==> src/rtl/parking_pkg.sv <==
// Shared types and constants for the parking controller: FSM states, slot
// indexing, timer limits and small occupancy helpers.
package parking_pkg;

  localparam int NUM_SLOTS = 4;
  localparam int MAX_SEC   = 59;
  localparam int MAX_MIN   = 59;

  typedef logic [1:0] slot_idx_t;

  typedef enum logic [1:0] {
    IDLE       = 2'd0,
    ENTRY_GATE = 2'd1,
    EXIT_GATE  = 2'd2
  } state_t;

  function automatic logic [2:0] free_count(input logic [NUM_SLOTS-1:0] occ);
    free_count = 3'(NUM_SLOTS);
    for (int i = 0; i < NUM_SLOTS; i++)
      if (occ[i]) free_count = free_count - 3'd1;
  endfunction

  // Lowest free index; 0 when every slot is taken.
  function automatic slot_idx_t lowest_free(input logic [NUM_SLOTS-1:0] occ);
    lowest_free = '0;
    for (int i = NUM_SLOTS - 1; i >= 0; i--)
      if (!occ[i]) lowest_free = slot_idx_t'(i);
  endfunction

endpackage

==> src/rtl/slot_timer.sv <==
// Per-slot parking-duration timer in mm:ss, advancing on the one-second tick
// while the slot is occupied and saturating at 59:59.
module slot_timer
  import parking_pkg::*;
(
  input  logic       clk_500Hz,
  input  logic       clear,
  input  logic       run,
  input  logic       tick,
  output logic [5:0] minutes,
  output logic [5:0] seconds
);

  always_ff @(posedge clk_500Hz) begin
    if (clear) begin
      minutes <= '0;
      seconds <= '0;
    end else if (run && tick) begin
      if (seconds == 6'(MAX_SEC)) begin
        if (minutes != 6'(MAX_MIN)) begin
          seconds <= '0;
          minutes <= minutes + 6'd1;
        end
      end else begin
        seconds <= seconds + 6'd1;
      end
    end
  end

endmodule

==> src/rtl/parking_controller.sv <==
// Four-slot parking controller: gate sequencing, slot allocation, per-slot
// timers and display mux. Optional fee output is enabled with PARKING_FEE_EN.
//
//  state      | meaning
//  -----------+-------------------------------------------------------
//  IDLE       | gate closed, serving exit (priority) or entry requests
//  ENTRY_GATE | gate open after an admitted car, requests ignored
//  EXIT_GATE  | gate open after a departing car, requests ignored
module parking_controller
  import parking_pkg::*;
#(
  parameter int TICKS_PER_SEC  = 500,
  parameter int GATE_OPEN_SECS = 3
) (
  input  logic       clk_500Hz,
  input  logic       reset,
  input  logic       entry_req,
  input  logic       exit_req,
  input  logic [1:0] exit_slot,
  input  logic       show_time,
  input  logic [1:0] sel_slot,
  output logic       gate_open,
  output logic       entry_ack,
  output logic       exit_ack,
  output logic       exit_err,
  output logic       full,
  output logic [3:0] occupancy,
  output logic       mode,
  output logic [2:0] capacity,
  output logic [1:0] empty_slot,
  output logic [5:0] minutes,
  output logic [5:0] seconds
`ifdef PARKING_FEE_EN
  ,
  output logic [7:0] fee,
  output logic       fee_valid
`endif
);

  localparam int GATE_CYCLES = GATE_OPEN_SECS * TICKS_PER_SEC;
  localparam int GW = (GATE_CYCLES > 1) ? $clog2(GATE_CYCLES) : 1;
  localparam int PW = (TICKS_PER_SEC > 1) ? $clog2(TICKS_PER_SEC) : 1;

  state_t                 state, state_nxt;
  logic [GW-1:0]          gate_cnt, gate_cnt_nxt;
  logic [NUM_SLOTS-1:0]   occ_nxt;
  logic [PW-1:0]          presc_cnt;
  logic                   tick;
  logic [5:0]             tm_min [NUM_SLOTS];
  logic [5:0]             tm_sec [NUM_SLOTS];

  assign tick = (presc_cnt == PW'(TICKS_PER_SEC - 1));

  always_ff @(posedge clk_500Hz) begin
    if (reset || tick) presc_cnt <= '0;
    else               presc_cnt <= presc_cnt + 1'b1;
  end

  assign capacity   = free_count(occupancy);
  assign empty_slot = lowest_free(occupancy);
  assign full       = (capacity == 3'd0);
  assign gate_open  = (state != IDLE);

  always_ff @(posedge clk_500Hz) begin
    if (reset) begin
      state     <= IDLE;
      gate_cnt  <= '0;
      occupancy <= '0;
    end else begin
      state     <= state_nxt;
      gate_cnt  <= gate_cnt_nxt;
      occupancy <= occ_nxt;
    end
  end

  // Gate counter is loaded with GATE_CYCLES-1 so the open phase spans exactly GATE_CYCLES cycles.
  always_comb begin
    state_nxt    = state;
    gate_cnt_nxt = gate_cnt;
    occ_nxt      = occupancy;
    entry_ack    = 1'b0;
    exit_ack     = 1'b0;
    exit_err     = 1'b0;
    case (state)
      IDLE: begin
        if (!reset) begin
          if (exit_req && occupancy[exit_slot]) begin
            exit_ack           = 1'b1;
            occ_nxt[exit_slot] = 1'b0;
            state_nxt          = EXIT_GATE;
            gate_cnt_nxt       = GW'(GATE_CYCLES - 1);
          end else begin
            exit_err = exit_req;
            if (entry_req && !full) begin
              entry_ack           = 1'b1;
              occ_nxt[empty_slot] = 1'b1;
              state_nxt           = ENTRY_GATE;
              gate_cnt_nxt        = GW'(GATE_CYCLES - 1);
            end
          end
        end
      end
      ENTRY_GATE, EXIT_GATE: begin
        if (gate_cnt == '0) state_nxt = IDLE;
        else                gate_cnt_nxt = gate_cnt - 1'b1;
      end
      default: state_nxt = IDLE;
    endcase
  end

  // A free slot's timer is held clear, which also zeroes it before admission.
  for (genvar i = 0; i < NUM_SLOTS; i++) begin : g_slot
    slot_timer u_timer (
      .clk_500Hz (clk_500Hz),
      .clear     (reset || !occupancy[i] || (exit_ack && exit_slot == slot_idx_t'(i))),
      .run       (occupancy[i]),
      .tick      (tick),
      .minutes   (tm_min[i]),
      .seconds   (tm_sec[i])
    );
  end

  always_ff @(posedge clk_500Hz) begin
    if (reset) begin
      mode    <= 1'b0;
      minutes <= '0;
      seconds <= '0;
    end else begin
      mode    <= show_time;
      minutes <= tm_min[sel_slot];
      seconds <= tm_sec[sel_slot];
    end
  end

`ifdef PARKING_FEE_EN
  assign fee_valid = exit_ack;
  assign fee       = 8'(tm_min[exit_slot]) + 8'd1;
`endif

endmodule

==> config.mk <==
export PLATFORM = sky130hd
export DESIGN_NAME = parking_controller
export DESIGN_NICKNAME = d
export VERILOG_FILES = /design/src/rtl/parking_pkg.sv /design/src/rtl/slot_timer.sv /design/src/rtl/parking_controller.sv
export SDC_FILE = /design/constraint.sdc
export NUM_CORES = 1
export LEC_CHECK = 0
export CORE_MARGIN = 4
export CORE_UTILIZATION = 48
export DETAILED_ROUTE_END_ITERATION = 12
export MAX_ROUTING_LAYER = met4
export PLACE_DENSITY = 0.73
export SKIP_LAST_GASP = 1
export SLEW_MARGIN = 10
export SYNTH_ARGS = -nofsm -noshare
export SYNTH_HDL_FRONTEND = slang
export SYNTH_SLANG_ARGS = --single-unit
==> constraint.sdc <==
create_clock -name clk_500Hz -period 3.1 [get_ports clk_500Hz]
set_input_delay 0.775 -clock clk_500Hz [delete_from_list [all_inputs] [get_ports clk_500Hz]]
set_output_delay 0.775 -clock clk_500Hz [all_outputs]
set_load 0.05 [all_outputs]
---- Yosys cells after proc, flatten, opt, wreduce, memory -nomap -nowiden ----
Index checks and enable logic that the tools add are counted.
word-level totals
  bits in registers ....................... 87
  input bits .............................. 9
cells by class
  add/subtract/negate cells ............... 13
  $lt $le $gt $ge ......................... 5
  equal/unequal tests ..................... 21
  multiplexer cells ....................... 48
  bitwise operators ....................... 4
  reductions and logical operators ........ 45
operators with widths
  operator               count
  $mux 6                 12
  $add 6x1->6 const B    8
  $mux 11                3
  $bmux 6 s2             2
  $eq 6x6->1 const B     4
  $ne 6x6->1 const B     4
  $pmux 11 s2            1
  $reduce_and 3->1       5
  $mux 2                 7
  $mux 1                 13
  $logic_and 1x1->1      12
  $mux 3                 4
  $ne 2x2->1 const B     6
  $reduce_and 2->1       6
  $logic_not 11->1       1
  $sub 11x1->11 const B  1
  $add 9x1->9 const B    1
  $eq 9x9->1 const B     1
  $logic_or 1x1->1       9
  $sub 3x1->3 const B    3
  $mux 4                 2
  $eq 2x2->1 const B     3
  $lt 2x3->1 const B     2
  $reduce_bool 2->1      3
  15 further kinds       23

---- Depth between registers and ports, before layout ----
Gate-level depths: netlist (run 1).
  depth in word-level cells ............... 14
  mapped depth ............................ 11
  depth with buffers taken out ............ 10

---- Hierarchy ----
Synthesis (run 1) repeated with hierarchy kept, for this count alone.
unflattened totals
  cells, all modules ...................... 509
  area, all modules ....................... 4673.2 um^2
modules (own cells, without submodules)
  module              instances  cells each  area an instance (um^2)  sequential area each (um^2)
  slot_timer          4          69          601.8                    240.2
  parking_controller  1          233         2265.9                   780.7

---- Least setup slack after synthesis (run 1) ----
No wires, ideal clock.
  path type ............................... reg2out
  start ................................... register occupancy[0]
  end ..................................... output port full
  arrival ................................. 3.086 ns
  path slack .............................. -0.761 ns
  stages on the path, launching flop included .. 10
  path buffers ............................ 0
  cell sequence ........................... dfxtp_1 -> inv_1 -> ha_1 -> mux2i_1 -> inv_1 -> ha_1 -> a21boi_1 -> nor2_1 -> xor2_1 -> a21oi_1
between the ends
  cells in the longest elaborated chain, start to end .. 8
RTL lines
  element                   line                      text
  start: declaration        parking_controller.sv:27  output logic [3:0] occupancy,
  start signal: assignment  parking_controller.sv:72  occupancy <= occ_nxt;
  $mux 3 *                  parking_pkg.sv:20         if (occ[i]) free_count = free_count - 3'd1;
  $sub 3x1->3               parking_pkg.sv:20
  $mux 3 *                  parking_pkg.sv:20
  $sub 3x1->3               parking_pkg.sv:20
  $mux 3 *                  parking_pkg.sv:20
  $sub 3x1->3               parking_pkg.sv:20
  $mux 3 *                  parking_pkg.sv:20
  via capacity[2]           parking_controller.sv:29  output logic [2:0] capacity,
  $logic_not 3->1 *         parking_controller.sv:61  assign full = (capacity == 3'd0);
  end: declaration          parking_controller.sv:26  output logic full,
Mark *: on every way through the listed nets, which the timed path passes. The rest lies on a longest branch.

---- Final worst setup path (run 1) ----
  start ................................... register occupancy[2]
  end ..................................... output port entry_ack
between the ends
  cells in the longest elaborated chain, start to end .. 10
  elaborated cells on any way between the ends .. 13
  classes of those cells .................. add/sub (1); mux (8); reduce/logical (4)
RTL lines
  element            line                      text
  $mux 3             parking_pkg.sv:20
  $sub 3x1->3        parking_pkg.sv:20
  $mux 3             parking_pkg.sv:20
  $logic_not 3->1    parking_controller.sv:61
  $logic_not 1->1    parking_controller.sv:94  if (entry_req && !full) begin
  $logic_and 1x1->1  parking_controller.sv:94
  $mux 1             parking_controller.sv:94
  $mux 1 *           parking_controller.sv:87  if (exit_req && occupancy[exit_slot]) begin
  $mux 1 *           parking_controller.sv:86  if (!reset) begin
  $mux 1 *           parking_controller.sv:84  case (state)
  end: declaration   parking_controller.sv:23  output logic entry_ack,
Every way passes the cells marked *; elsewhere a longest branch is shown, timed or not. The select of a mux whose other input is x is not followed.

==> results of run 1 <==
## repair_timing
item	CTS	global route
buffers inserted	4	4
pin swaps	2	3
endpoints found under the hold margin	0	0
endpoints found under the setup margin	3	10
gates resized for setup	6	5
## final cells by class
class / instances / area, µm²
Fill cell: 794 / 3660
Multi-Input combinational cell: 383 / 2820
Sequential cell: 87 / 1750
Timing Repair Buffer: 73 / 674
Tap cell: 129 / 161
Clock buffer: 10 / 128
Inverter: 22 / 86.3
Clock inverter: 6 / 57.6
## per-layer routing
metal / global-route usage, % / up-vias
li1: - / 2014
met1: 26.5 / 1967
met2: 33.2 / 95
met3: 3.83 / 16
met4: 8.42 / 0
met5: - / -
## where the power goes
group          switching (µW)  total (µW)  internal [µW]
logic                     995        1700            703
registers                77.9        1280           1200
clock network             424         727            303
total                    1500        3700           2210
## worst max-delay path, stage by stage (launching register included)
cell        delay (ns)
dfxtp_2           0.34
fa_1              0.58
inv_2             0.06
ha_4              0.17
and3b_2           0.21
or3_4             0.36
a31oi_4           0.18
nand3_2           0.12
clkinvlp_4        0.10
buf_12            0.13
## how the worst max path moves through the flow
| stage | from | endpoint | slack, ns | depth (start not counted) |
|---|---|---|---|---|
| 5_1_grt | occupancy[0] | entry_ack | -0.36 | 11 |
| 3_3_place_gp | exit_slot[0] | entry_ack | -0.02 | 6 |
| 3_5_place_dp | exit_slot[0] | entry_ack | -0.04 | 6 |
| 6_report | occupancy[2] | entry_ack | -0.26 | 9 |
| 4_1_cts | occupancy[2] | entry_ack | -0.27 | 9 |
| 2_1_floorplan | occupancy[2] | entry_ack | 0.007 | 8 |
## cell usage after synthesis (3+ instances only)
cell | count | share of area [%]
and3_1 | 6 | 0.81
dfxtp_1 | 87 | 37
nand2_1 | 33 | 2.7
xnor2_1 | 12 | 2.3
ha_1 | 16 | 4.3
nor2_1 | 42 | 3.4
or4_1 | 7 | 1.1
nand3_1 | 25 | 2.7
nand4b_1 | 5 | 0.94
o211ai_1 | 4 | 0.65
mux4_2 | 13 | 6.3
a32oi_1 | 4 | 0.75
o21ai_0 | 12 | 1.3
a21oi_1 | 36 | 3.9
nor4_1 | 4 | 0.54
nor3b_1 | 6 | 0.97
nand3b_1 | 4 | 0.65
o31ai_1 | 9 | 1.5
clkbuf_1 | 10 | 0.81
and4_1 | 3 | 0.57
mux2i_1 | 7 | 1.5
buf_4 | 5 | 0.81
nand2b_1 | 4 | 0.54
o21ai_1 | 4 | 0.43
xor2_1 | 15 | 2.8
inv_1 | 22 | 1.8
and2_1 | 17 | 2.3
or3_1 | 14 | 1.9
a21o_1 | 4 | 0.65
nor3_1 | 18 | 1.9
a31oi_1 | 7 | 0.94
nand4_1 | 15 | 2.0
## registers in the layout, summed over array words and instances (netlist names)
register and cells:
g_slot.u_timer.minutes 24, g_slot.u_timer.seconds 24, gate_cnt 11, presc_cnt 9, minutes 6, seconds 6, occupancy 4, state 2
mode 1
## cells by family after synthesis
logic type	count (synthesis)	share of synthesized area, %
simple gates	222	27.3
compound gates	97	13.6
flops	87	37.5
buf+inv	42	4.01
xor+xnor	27	5.09
mux	20	7.81
fa+ha+maj	17	4.74
## placed cells by master (no fill, tap or decap), types with 15 or more instances in the layout
cell type / netlist / routed
a21oi_1: 36 / 35
and2_1: 17 / 17
buf_4: 5 / 40
clkdlybuf4s50_1: 0 / 27
dfxtp_1: 87 / 84
inv_1: 22 / 19
nand2_1: 33 / 33
nand3_1: 25 / 24
nand4_1: 15 / 15
nor2_1: 42 / 41
nor3_1: 18 / 17
## through the flow
stage	worst slack [ns]	TNS (ns)	instance area (µm²)
after floorplan	0.00655	0	4720
after global placement	-0.0195	-0.0195	5400
after detailed placement	-0.0401	-0.0401	5400
after CTS	-0.267	-0.669	5630
after global routing	-0.359	-0.870	5670
final	-0.260	-0.605	5670
==> impl_metrics.tcl, run 1 <==
set metrics [dict create \
    run_status "complete, but fails checks" \
    violations "setup timing" \
    diodes 0 \
    drive_gt1_share_pct 18.6 \
    synth_area_per_cell_um2 9.08 \
    wl_per_cell_um 15.6 \
    rsz0062_at_grt "true" \
    hold_viol 0 \
    critPathKind "register to primary output" \
    post-route-util_pct 60.8 \
    nets 602 \
    worstHoldStart "presc_cnt[0]" \
    holdWs_ns 0.465 \
    dr_wl_met2_mm 5.46 \
    top_layer "met4" \
    min_path_type "register to register" \
    ant_nets 0 \
    hold_depth 1 \
    arrival_ns 2.59 \
    vias 4092 \
    cp.required_ns 2.32 \
    r2r_end "gate_cnt[0]" \
    num_rows 35 \
    die_y_um 106 \
    start_util_pct 49.8 \
    slew_violations 0 \
    io_buffers 35 \
    clk_pin_slew_ns 0.08 \
    drt-total-wl_mm 11.1 \
    grt_pass1_vias 3923 \
    period_share_pct 108 \
    worstMarginPinSlew_ns 0.892 \
    setup_viol 3 \
    route.detailed.drc 0 \
    syn2layout_area_growth_pct 22.0 \
    max-slew-margin-rel_pct 40.1 \
    cts_root_buf "clkbuf_8" \
    synth.cell_area_mm2 0.00465 \
    critPathLaunchType "register" \
    synth_seq_cells 87 \
    synth_edf_count 0 \
    gp_congestion 0.897 \
    cts.sink_count 87 \
    wl_met3_um 423 \
    end_kind "primary output" \
    vias_per_cell 5.76 \
    ys_types 67 \
    place_inst 687 \
    synth_seq_area_share_pct 37.5 \
    p_per_area_mw_per_mm2 653 \
    clock_path_buffers 2 \
    hpwl_mm 8.31 \
    synthFlopType "dfxtp_1" \
    clk_latency_ns 0.36 \
    cts-hold-fix-buffers 0 \
    drt-met1-wl_mm 4.97 \
    core_mm2 0.00933 \
    drv_cap 0 \
    track_usage_pct 20.9 \
    synth_nets 538 \
    grt_pass1_wl_mm 18.8 \
    ios 36 \
    p_leak_uw 0.00198 \
    first_pass_iters 5 \
    grt_max_degree 21 \
    yosys_warnings 0 \
    r2r_slack_ns 0.10 \
    period_minus_slack_ns 3.36 \
    fmax_mhz 298 \
    path_max_fanout 3 \
    finalNonFillerCells 710 \
    timing.rr.start "occupancy[2]" \
    design.die.area_mm2 0.0113 \
    grt_overflow 0 \
    grt_antenna_before_repair 0 \
    drt_iter0_drc 204 \
    vdd_drop_max_uv 469 \
    r2r_cells 11 \
    power.total_uw 3700 \
    cts_made_buffers 9 \
    synthArstFlopShare_pct 0 \
    cts_tree "built" \
    holdPathEnd "presc_cnt[0]" \
    synth_cells 512 \
    fp.dieW_um 106 \
    h-tree-depth 3 \
    fin_skew_ns 0.0146 \
    setup_ws_ns -0.260 \
]
(Power assumes the default switching activity.)
==> run 2: changes to the inputs <==
Settings changed: CTS_CLUSTER_SIZE set to 20.
==> results of run 2 <==
No change in the layout: final DEF, timing and power equal those of run 1.
==> run 3: changes to the inputs <==
Settings changed: CORE_UTILIZATION 48 to 35, PLACE_DENSITY 0.73 to 0.57.
==> run 3 against run 2 <==
Effect of this change: the run still ends with setup timing left; sequential share of layout area decreased by 1.0 points; clock-buffer cell count unchanged; die area increased by 34%; worst setup slack worse by 0.051 ns; via count decreased by 0.12%; non-clock buffer count is 2 lower; highest routed layer unchanged.
==> impl_metrics.tcl, run 3 (synthesized netlist as in run 1, its figures left out) <==
set metrics [dict create \
    multi_input_area_mm2 0.00283 \
    busiest_layer "met2" \
    layout_commonest_cell "dfxtp_1" \
    end_kind "primary output" \
    dpl_worst_slack_ns -0.0844 \
    drv_cap 0 \
    path_max_fanout 6 \
    worstHoldStart "presc_cnt[0]" \
    syn2layout_area_growth_pct 26.4 \
    critPathLaunchType "register" \
    io_buffers 35 \
    clock_path_buffers 2 \
    met1_usage_pct 21.0 \
    gp_congestion 0.845 \
    rsz0062_at_grt "true" \
    h-tree-depth 3 \
    layout_common_cells "85 x dfxtp_1, 41 x nor2_1, 37 x buf_4, 35 x a21oi_1, 32 x nand2_1" \
    vias 4087 \
    start_util_pct 36.2 \
    holdWs_ns 0.457 \
    design.die.area_mm2 0.0152 \
    grt_antenna_before_repair 0 \
    p_leak_uw 0.00204 \
    nets 600 \
    hold_viol 0 \
    comb_power_share_pct 41.3 \
    period_minus_slack_ns 3.41 \
    cp.required_ns 2.32 \
    route.detailed.drc 0 \
    wl_per_cell_um 15.5 \
    min_path_type "register to register" \
    r2r_cells 14 \
    ant_nets 0 \
    setup_viol 3 \
    run_status "complete, but fails checks" \
    hold_depth 1 \
    core_mm2 0.0128 \
    fp.dieW_um 123 \
    p_per_area_mw_per_mm2 717 \
    diodes 0 \
    post-route-util_pct 45.8 \
    cts_root_buf "clkbuf_16" \
    grt_max_degree 21 \
    fin_skew_ns 0.00681 \
    cts_tree "built" \
    grt_pass1_wl_mm 19.5 \
    grt_overflow 0 \
    vias_per_cell 5.44 \
    clk_latency_ns 0.34 \
    seq_area_mm2 0.00175 \
    grt_pass1_vias 3925 \
    worstMarginPinSlew_ns 1.06 \
    max-slew-margin-rel_pct 29.3 \
    top_regs "g_slot.u_timer.minutes (24), g_slot.u_timer.seconds (24), gate_cnt (11)" \
    drt-total-wl_mm 11.7 \
    slew_violations 0 \
    critPathKind "register to primary output" \
    p_int_uw 2680 \
    power.switching_uw 1530 \
    setup_ws_ns -0.311 \
    crit_path_start "occupancy[1]" \
    die_y_um 123 \
    fmax_mhz 293 \
    first_pass_iters 4 \
    period_share_pct 110 \
    fill_cells 1248 \
    ios 36 \
    cts.sink_count 87 \
    clk_pin_slew_ns 0.06 \
    hpwl_mm 8.93 \
    clockPowerShare_pct 28.3 \
    violations "setup timing" \
    cts_made_buffers 9 \
    met2_usage_pct 27.5 \
    timing.rr.start "occupancy[1]" \
    drive_gt1_share_pct 18.3 \
    arrival_ns 2.64 \
    num_rows 41 \
    pwr-share-seq_pct 30.4 \
    vdd_drop_max_uv 326 \
    grtUsageMet3_pct 2.33 \
    track_usage_pct 16.8 \
    p_sw_share_pct 36.4 \
    drt_iter0_drc 222 \
]
-- run 3: cell types whose count changed in the layout (fill, tap and decap cells not counted), sizes merged --
| cell | previous run | this run |
|---|---|---|
| dlymetal6s2s | 1 | 0 |
| clkinvlp | 3 | 2 |
| clkinv | 3 | 2 |
| bufinv | 0 | 2 |
| clkdlybuf4s50 | 27 | 28 |
| buf | 45 | 43 |
-- run 3: metrics by stage --
| stage | instance area (µm²) | setup TNS, ns | instances | total power [µW] |
|---|---|---|---|---|
| global route | 5870 | -0.917 | 751 | 4450 |
| global placement | 5460 | -0.0599 | 731 | 2900 |
| floorplan | 4720 | 0 | 512 | 2380 |
| detailed placement | 5460 | -0.0844 | 731 | 2930 |
| finish | 5870 | -0.567 | 751 | 4210 |
| CTS | 5790 | -0.510 | 747 | 4140 |
-- run 3: power by group through the flow --
stage | sequential [µW] | clock [µW] | combinational, µW
5_1_grt | 1290 | 1260 | 1890
4_1_cts | 1280 | 1230 | 1630
3_5_place_dp | 1300 | 0 | 1630
6_report | 1280 | 1190 | 1740
3_3_place_gp | 1300 | 0 | 1610
2_1_floorplan | 1290 | 0 | 1080
-- run 3: per-layer routing --
| metal | vias up | part of all wire [%] |
|---|---|---|
| met5 | - | 0 |
| met4 | 0 | 1.6 |
| met3 | 13 | 4.0 |
| met2 | 79 | 50 |
| met1 | 1979 | 45 |
| li1 | 2016 | - |
-- run 3: timing repair --
item | CTS | global route
gates resized for setup | 1 | 11
endpoints found under the hold margin | 0 | 0
setup buffers | 0 | 4
pin swaps | 1 | 2
setup endpoints to repair | 3 | 5
hold buffers | 0 | 0
-- run 3: area by class of cell --
cell class,instances,area share [%]
clock buffer,10,4.07
clock inverter,6,1.58
inverter,22,1.47
multi-input combinational,383,48.2
sequential,87,29.8
tap,172,3.66
timing repair buffer,71,11.2
-- run 3: path summary, 6_finish.rpt --
kind                                      to  slack [ns]
worst max-delay path               entry_ack       -0.31
worst min-delay path            presc_cnt[0]        0.46
worst max register to register   gate_cnt[7]        0.18
worst min register to register  presc_cnt[0]        0.46
-- run 3: critical path, stage by stage (launching register included) --
cell,delay (ns)
dfxtp_4,0.38
inv_1,0.06
ha_1,0.23
mux2i_2,0.19
inv_1,0.11
ha_4,0.17
and3b_2,0.24
or3_4,0.36
a31oi_4,0.21
nand3_4,0.11
clkinvlp_4,0.09
buf_12,0.13
